### src/rtl/fetch_prefetcher.sv
// fetch_prefetcher: credit-based sequential instruction prefetch into a FIFO; FETCH_PERF_CNT_EN adds perf counters
module fetch_prefetcher #(
    parameter int          FIFO_DEPTH      = 4,
    parameter int          MAX_OUTSTANDING = 2,
    parameter logic [63:0] BOOT_ADDR       = 64'h0
) (
    input  logic        clk_i,
    input  logic        rst_ni,
    input  logic        en_i,
    input  logic        redirect_i,
    input  logic [63:0] redirect_addr_i,
    output logic [63:0] instr_if_address_o,
    output logic        instr_if_data_req_o,
    input  logic        instr_if_data_gnt_i,
    input  logic        instr_if_data_rvalid_i,
    input  logic [63:0] instr_if_data_rdata_i,
`ifdef FETCH_PERF_CNT_EN
    output logic [31:0] perf_stall_cnt_o,
    output logic [31:0] perf_discard_cnt_o,
`endif
    output logic        fetch_valid_o,
    output logic [63:0] fetch_data_o,
    output logic [63:0] fetch_addr_o,
    input  logic        fetch_ready_i
);
    localparam int PW = $clog2(FIFO_DEPTH);
    localparam int CW = $clog2(FIFO_DEPTH + MAX_OUTSTANDING + 1);
    localparam logic [0:0] IDLE = 1'b0;
    localparam logic [0:0] REQ  = 1'b1;

    logic [0:0]                  r_state;
    logic [63:0]                 r_addr, r_pend_addr, r_rsp_addr;
    logic                        r_stale;
    logic [CW-1:0]               r_out, r_disc, r_cnt;
    logic [PW-1:0]               r_wptr, r_rptr;
    logic [FIFO_DEPTH-1:0][63:0] r_data, r_faddr;

    logic          w_gnt, w_push, w_pop, w_drop, w_credit;
    logic [CW-1:0] w_out_n, w_disc_n, w_cnt_n;
    logic [63:0]   w_redir_addr, w_addr_n;
    logic [0:0]    w_state_n;

    assign instr_if_data_req_o = r_state == REQ;
    assign instr_if_address_o  = r_addr;
    assign fetch_valid_o       = r_cnt != '0;
    assign fetch_data_o        = r_data[r_rptr];
    assign fetch_addr_o        = r_faddr[r_rptr];

    always_comb begin
        w_redir_addr = {redirect_addr_i[63:3], 3'b000};
        w_gnt        = instr_if_data_req_o & instr_if_data_gnt_i;
        w_drop       = instr_if_data_rvalid_i & (redirect_i | (r_disc != '0));
        w_push       = instr_if_data_rvalid_i & ~w_drop;
        w_pop        = fetch_valid_o & fetch_ready_i & ~redirect_i;
        w_out_n      = r_out + CW'(w_gnt) - CW'(instr_if_data_rvalid_i);
        // a request granted after a redirect (stale) is already owed to the discard count
        w_disc_n     = redirect_i ? w_out_n
                     : r_disc - CW'(instr_if_data_rvalid_i && r_disc != '0) + CW'(w_gnt & r_stale);
        w_cnt_n      = redirect_i ? '0 : r_cnt + CW'(w_push) - CW'(w_pop);
        w_credit     = (w_cnt_n + w_out_n - w_disc_n < CW'(FIFO_DEPTH)) && (w_out_n < CW'(MAX_OUTSTANDING));
        w_state_n    = ((r_state == REQ && !w_gnt) || (en_i && w_credit)) ? REQ : IDLE;
        w_addr_n     = w_gnt ? (redirect_i ? w_redir_addr : r_stale ? r_pend_addr : r_addr + 64'd8)
                     : (redirect_i && r_state == IDLE) ? w_redir_addr : r_addr;
    end

    always_ff @(posedge clk_i or negedge rst_ni) begin
        if (!rst_ni) begin
            r_state     <= IDLE;
            r_addr      <= {BOOT_ADDR[63:3], 3'b000};
            r_pend_addr <= '0;
            r_rsp_addr  <= {BOOT_ADDR[63:3], 3'b000};
            r_stale     <= 1'b0;
            r_out       <= '0;
            r_disc      <= '0;
            r_cnt       <= '0;
            r_wptr      <= '0;
            r_rptr      <= '0;
            r_data      <= '0;
            r_faddr     <= '0;
        end else begin
            r_state     <= w_state_n;
            r_addr      <= w_addr_n;
            r_pend_addr <= redirect_i ? w_redir_addr : r_pend_addr;
            r_rsp_addr  <= redirect_i ? w_redir_addr : w_push ? r_rsp_addr + 64'd8 : r_rsp_addr;
            r_stale     <= !w_gnt && (r_stale || (redirect_i && instr_if_data_req_o));
            r_out       <= w_out_n;
            r_disc      <= w_disc_n;
            r_cnt       <= w_cnt_n;
            r_wptr      <= redirect_i ? '0 : r_wptr + PW'(w_push);
            r_rptr      <= redirect_i ? '0 : r_rptr + PW'(w_pop);
            if (w_push) begin
                r_data[r_wptr]  <= instr_if_data_rdata_i;
                r_faddr[r_wptr] <= r_rsp_addr;
            end
        end
    end

`ifdef FETCH_PERF_CNT_EN
    logic [31:0] r_stall_cnt, r_discard_cnt;
    assign perf_stall_cnt_o   = r_stall_cnt;
    assign perf_discard_cnt_o = r_discard_cnt;
    always_ff @(posedge clk_i or negedge rst_ni) begin
        if (!rst_ni) begin
            r_stall_cnt   <= '0;
            r_discard_cnt <= '0;
        end else begin
            r_stall_cnt   <= r_stall_cnt + 32'(en_i && !instr_if_data_req_o && !redirect_i && r_stall_cnt != '1);
            r_discard_cnt <= r_discard_cnt + 32'(w_drop && r_discard_cnt != '1);
        end
    end
`endif

`ifndef SYNTHESIS
    assert property (@(posedge clk_i) disable iff (!rst_ni) instr_if_data_rvalid_i |-> r_out != '0);
    assert property (@(posedge clk_i) disable iff (!rst_ni) (w_push && !w_pop) |-> r_cnt != CW'(FIFO_DEPTH));
`endif
endmodule

### config.mk
export PLATFORM = sky130hd
export DESIGN_NAME = fetch_prefetcher
export DESIGN_NICKNAME = d
export VERILOG_FILES = /design/src/rtl/fetch_prefetcher.sv
export SDC_FILE = /design/constraint.sdc
export NUM_CORES = 1
export LEC_CHECK = 0
export BUFFER_PORTS_ARGS = -buffer_cell sky130_fd_sc_hd__buf_2
export CORE_MARGIN = 5
export CORE_UTILIZATION = 43
export CTS_BUF_LIST = sky130_fd_sc_hd__clkbuf_4 sky130_fd_sc_hd__clkbuf_8
export CTS_CLUSTER_SIZE = 20
export DETAILED_ROUTE_END_ITERATION = 6
export PLACE_DENSITY = 0.66
export SETUP_SLACK_MARGIN = 0.5
export SLEW_MARGIN = 40
export SYNTH_ARGS = -nofsm -noshare
export SYNTH_HDL_FRONTEND = slang
export SYNTH_SLANG_ARGS = --single-unit
### constraint.sdc
create_clock -name clk_i -period 5.91 [get_ports clk_i]
set_input_delay 1.4775 -clock clk_i [delete_from_list [all_inputs] [get_ports clk_i]]
set_output_delay 1.4775 -clock clk_i [all_outputs]
set_load 0.02 [all_outputs]
Word-level counts from Yosys, hierarchy flattened
Index checks and enable logic that the tools add are counted.
W data, S select, Z words.
{ "classes": {"addsub": 12, "magnitude_cmp": 5, "n_mux": 19, "bitwise_logic": 10, "n_reduce_logical": 15} }
{ "ops": {"columns": ["op", "n"], "rows": [
  ["$mux W64", 9],
  ["$bwmux W256", 2],
  ["$bmux W64 S2", 2],
  ["$add A64 B4 Y64 const B", 2],
  ["$demux W64 S2", 1],
  ["$add A3 B1 Y3", 3],
  ["$sub A3 B1 Y3", 3],
  ["$logic_and A1 B1 Y1", 8],
  ["$and A1 B1 Y1", 6],
  ["$lt A2 B3 Y1 const B", 2],
  ["$mux W3", 2],
  ["$reduce_bool A3 Y1", 2],
  ["$add A2 B1 Y2", 2],
  ["$mux W2", 2],
  ["$reduce_bool A2 Y1", 2],
  ["$add A3 B3 Y3", 1],
  ["$lt A3 B2 Y1 const B", 1],
  ["$lt A3 B3 Y1 const B", 1],
  ["$not A1 Y1", 3],
  ["$sub A3 B3 Y3", 1],
  ["$ge A2 B1 Y1 const B", 1],
  ["$logic_or A1 B1 Y1", 2],
  ["$logic_not A1 Y1", 1],
  ["$mux W1", 1],
  ["$or A1 B1 Y1", 1]
]} }
{ "word_totals": {"reg_bits": 716, "input_bits": 135, "output_inout_bits": 194, "wordCells": 79} }

Longest topological paths before layout
{ "depth": {"ltp_word": 15, "depth_mapped": 19, "ltp_nobuf": 16} }

Worst setup path after synthesis
Ideal clock, no wire load.
{ "synth_path": {"path_kind": "input port to flip-flop", "start": "input port redirect_i", "end": "register r_state (netlist: instr_if_data_req_o)", "setup_ns": 0.110, "t_arrival_ns": 5.290, "t_required_ns": 5.800, "path_slack_ns": 0.510, "cell_stages": 19, "n_path_buf": 4, "path_cell_list": "clkbuf_1 inv_1 clkbuf_1 clkbuf_1 clkbuf_1 and3_1 ha_1 inv_1 ha_1 fa_1 nand2_1 fa_1 inv_1 ha_1 a31oi_1 xor2_1 xnor2_1 xnor2_1 o41ai_1"} }
{ "synth_between": {"elab_chain_len": 14, "word_cells_on_any_way": 17, "classes_between": "4 x add/sub; 1 x order compare; 3 x mux; 6 x bitwise; 3 x reduce/logical"} }
{ "synth_rtl": {"columns": ["item", "line", "rtl"], "rows": [
  ["start: declaration", "10", "input logic redirect_i,"],
  ["$or A1 B1 Y1", "52", "w_drop = instr_if_data_rvalid_i & (redirect_i | (r_disc != '0));"],
  ["$and A1 B1 Y1", "52", null],
  ["$not A1 Y1", "53", "w_push = instr_if_data_rvalid_i & ~w_drop;"],
  ["$and A1 B1 Y1", "53", null],
  ["$add A3 B1 Y3", "59", "w_cnt_n = redirect_i ? '0 : r_cnt + CW'(w_push) - CW'(w_pop);"],
  ["$sub A3 B1 Y3", "59", null],
  ["$mux W3", "59", null],
  ["$add A3 B3 Y3", "60", "w_credit = (w_cnt_n + w_out_n - w_disc_n < CW'(FIFO_DEPTH)) && (w_out_n < CW'(MAX_OUTSTANDING));"],
  ["$sub A3 B3 Y3 (*)", "60", null],
  ["$lt A3 B3 Y1 (*)", "60", null],
  ["$logic_and A1 B1 Y1 (*)", "60", null],
  ["$logic_and A1 B1 Y1 (*)", "61", "w_state_n = ((r_state == REQ && !w_gnt) || (en_i && w_credit)) ? REQ : IDLE;"],
  ["$logic_or A1 B1 Y1 (*)", "61", null],
  ["$mux W1 (*)", "61", null],
  ["named net w_state_n", "41", "logic [0:0] w_state_n;"],
  ["end signal: assignment", "81", "r_state <= w_state_n;"],
  ["end: declaration", "31", "logic [0:0] r_state;"]
]} }
The timed path passes the listed nets; every way through them passes the cells marked *.
A chain may end at the register's enable or synchronous reset.

Worst setup path in the final report
{ "layout_path": {"start": "input port instr_if_data_rvalid_i", "end": "register r_state (netlist: instr_if_data_req_o)"} }
{ "layout_between": {"elab_chain_len": 13, "word_cells_on_any_way": 19, "classes_between": "7 x add/sub; 2 x order compare; 3 x mux; 3 x bitwise; 4 x reduce/logical"} }
{ "layout_rtl": {"columns": ["item", "line", "rtl"], "rows": [
  ["start: declaration", "15", "input logic instr_if_data_rvalid_i,"],
  ["$and A1 B1 Y1", "52", null],
  ["$not A1 Y1", "53", null],
  ["$and A1 B1 Y1", "53", null],
  ["$add A3 B1 Y3", "59", null],
  ["$sub A3 B1 Y3", "59", null],
  ["$mux W3", "59", null],
  ["$add A3 B3 Y3", "60", null],
  ["$sub A3 B3 Y3", "60", null],
  ["$lt A3 B3 Y1", "60", null],
  ["$logic_and A1 B1 Y1 (*)", "60", null],
  ["$logic_and A1 B1 Y1 (*)", "61", null],
  ["$logic_or A1 B1 Y1 (*)", "61", null],
  ["$mux W1 (*)", "61", null],
  ["named net w_state_n", "41", null]
]} }
Marks and branches as above.

==> flow_summary.toml <==
[synthesis]
synth.yosys.seq_area_share_pct = 54.3
syn-instance-count = 2406
synth_top_area_share_pct = 54.3
synth_top_family_by_area = "multiplexers"
synth_top_area_cell = "dfrtp_1"
synth_compound_area_share_pct = 5.27
synth-edff-count = 0
synth_async_sr_flop_share_pct = 100
synth-adder-area-share_pct = 0.716
synthFlopType = "dfrtp_1"
yosys-top-cells-area = "dfrtp_1, mux2_2, mux4_2"
synth_seq_cells = 698
syn_avg_cell_area_um2 = 13.4
netlist_area_um2 = 32100
muxShareOfSynthArea_pct = 27.0
ys_warn_count = 0
synthXorXnorAreaFrac_pct = 2.92
synth_cell_types = 61
synth_simple_gate_area_share_pct = 6.46

[drt]
route.vias.total = 21600
viasPerCell = 5.72
first_pass_iters = 5
postRouteAntennaNets = 0
wirelength_um = 86100
wire_per_inst_um = 22.8
drc = 0
drt_iter0_drc = 1405

[setup_path]
reg2reg_slack_ns = 1.51
critPathArrivalTime_ns = 5.10
path_buf_inv = 4
rr_worst_depth = 16
r2r-start = "instr_if_data_req_o"
critPathKind = "primary input to register"
crit_fanout = 7
path_delay_family = "adder cells"
r2r_end = "instr_if_data_req_o"
path_cells = "buf_2 > nor4b_4 > buf_4 > nand2_1 > ha_1 > inv_1 > ha_1 > fa_1 > nand2_1 > fa_1 > inv_1 > ha_1 > a31oi_1 > xor2_1 > xnor2_1 > xnor2_1 > o41ai_1"
critPathMostFrequentCell = "ha_1"
crit_slowest_cell = "fa_1"
cp.required_ns = 6.51
critPathCaptureType = "register"
critPathLaunchType = "primary input"
crit_path_max_incr_delay_ns = 0.56

[layout]
fin_area_um2 = 37300
drive_gt1_share_pct = 43.3
syn_to_final_growth_pct = 16.2
layout_common_cells = "dfrtp_1, mux2_2, buf_2"
final_common_cell = "dfrtp_1"
fin_nets = 2874

[global_route]
overflow = 0
grt_max_degree = 120
grt_pass1_wl_um = 136000
antenna_found_initial = 8
grt_pass1_vias = 23100
grt_use_total_pct = 21.1

[die]
fp.dieArea_um2 = 80300
start_util_pct = 43.3
num_rows = 100
die_w_um = 283
ios = 329
dieHeight_um = 283
fp.coreArea_um2 = 74300

[timing]
grt_setup_unrepaired = "no"
finalCriticalPeriod_ns = 4.49
setup_violations = 0
clock_skew_ns = 0.0455
hold_violations = 0
setup-tns-final_ns = 0
slew_headroom_pct = 44.7
worst_pin_slew_ns = 0.830
finalMaxSlewViolations = 0
max_freq_mhz = 223
finalCritPeriodShare_pct = 76.0

[clock_network]
cts_tree = "yes"
clockBufferDepth = 3
cts_sinks = 698
cts-resized-gates = 0
cts.reportedPaths.clkPinSlew_ns = 0.06
ctsHtreeMaxLevel = 3
cts_buffers = 115
root_buffer = "clkbuf_8"
cts_setup_buffers = 0
clk_latency_ns = 0.72
ctsHoldBuffers = 0

[hold_path]
holdPathStages = 1
hold_path_class = "register to register"
hold_start = "r_data[196]"
whs_endpoint = "r_data[196]"

[place]
gp_congestion = 0.868
post_dp_cell_area_um2 = 34800
portBuffers = 319
place_hpwl_um = 57900

[job]
maxCapViolations = 0

[outcome]
run_status = "completed"

[pwr]
p_per_area_nw_per_um2 = 406
p_leak_nw = 17.3
ir_worst_vdd_v = 0.000199
-- worst reg2reg max path, stage by stage, from the launching register on --
cell and delay (ns):
dfrtp_1 0.76, and2_1 0.27, nand2_1 0.21, ha_1 0.37
inv_1 0.04, ha_1 0.17, inv_1 0.07, fa_1 0.43
mux2i_1 0.27, fa_1 0.48, inv_1 0.07, ha_1 0.22
a31oi_1 0.19, xor2_1 0.21, xnor2_1 0.16, xnor2_1 0.08
o41ai_1 0.28
-- how the worst max path moves through the flow --
stage / startpoint / end / slack (ns) / cells after the start
after floorplan: redirect_i / instr_if_data_req_o / 0.51 / 19
after global placement: instr_if_data_rvalid_i / instr_if_data_req_o / 0.81 / 17
after detailed placement: instr_if_data_rvalid_i / instr_if_data_req_o / 0.68 / 17
after CTS: r_rptr[0] / fetch_addr_o[57] / 1.26 / 3
after global routing: instr_if_data_rvalid_i / instr_if_data_req_o / 1.23 / 17
final: instr_if_data_rvalid_i / instr_if_data_req_o / 1.42 / 17
-- cell families after synthesis --
kind of cell / after synthesis
flops: 698
mux: 648
simple gates: 402
compound gates: 284
buf+inv: 250
xor+xnor: 107
fa+ha+maj: 16
other cells: 1
-- power by group --
part           total (mW)  internal (mW)  switching [mW]
Clock                4.55           2.62            1.92
Sequential           6.24           5.58           0.659
Combinational        4.36           1.95            2.41
Total                15.1           10.2            5.00
-- metrics by stage --
stage | setup slack [ns] | cells | hold slack [ns] | util (%) | power [mW]
floorplan | 0.510 | 2411 | 0.445 | - | 9.06
global placement | 0.809 | 3569 | 0.460 | 46.7 | 10.5
detailed placement | 0.681 | 3574 | 0.480 | 46.9 | 10.7
CTS | 1.26 | 3770 | 0.493 | 50.2 | 15.3
global route | 1.23 | 3774 | 0.506 | 50.2 | 15.9
finish | 1.42 | 3776 | 0.498 | 50.3 | 15.1
-- sequential cells by signal (all words and copies together) (netlist names) --
signal / cells
r_faddr: 244
r_disc: 3
instr_if_data_req_o: 1
r_wptr: 2
instr_if_address_o: 61
r_stale: 1
r_pend_addr: 61
r_rsp_addr: 61
r_rptr: 2
r_data: 256
r_cnt: 3
r_out: 3
-- cell usage after synthesis, types with 4 or more instances --
library cell	count
nand2b_1	5
mux4_2	125
nand3_1	51
a221oi_1	35
nor4_1	12
nor4_4	4
inv_1	84
and3_1	26
xnor2_1	56
ha_1	12
and4_1	9
clkbuf_2	4
xor2_1	51
clkbuf_1	78
mux2i_1	12
nor2_1	73
o21ai_0	164
buf_2	50
a21oi_1	23
and2_1	5
fa_1	4
a31oi_1	11
or3_1	7
mux2_2	511
nor3_1	29
buf_1	22
o22ai_1	20
nor4_2	4
dfrtp_1	698
nand2_1	130
buf_4	11
nand4_1	32
-- final cells by class --
cell class | instances | area, um^2
multi-input cells | 1463 | 13700
repair buffers | 360 | 2170
well taps | 969 | 1210
clock inverters | 25 | 362
fillers | 6429 | 37000
diodes | 5 | 12.5
inverters | 85 | 319
flip-flops and latches | 698 | 17500
clock buffers | 171 | 2110
-- layer usage --
layer  track usage (%)  wire [um]  part of all wire (%)  vias to the layer above
met4              8.18       2800                   3.3                        6
met5                 0         33                 0.038                        -
met2              34.1      41200                    48                      714
met1              28.3      36400                    42                    11300
met3              4.59       5630                   6.5                      159
li1                  -          -                     -                     9384
Note: power is estimated with default switching activity, not from simulation.
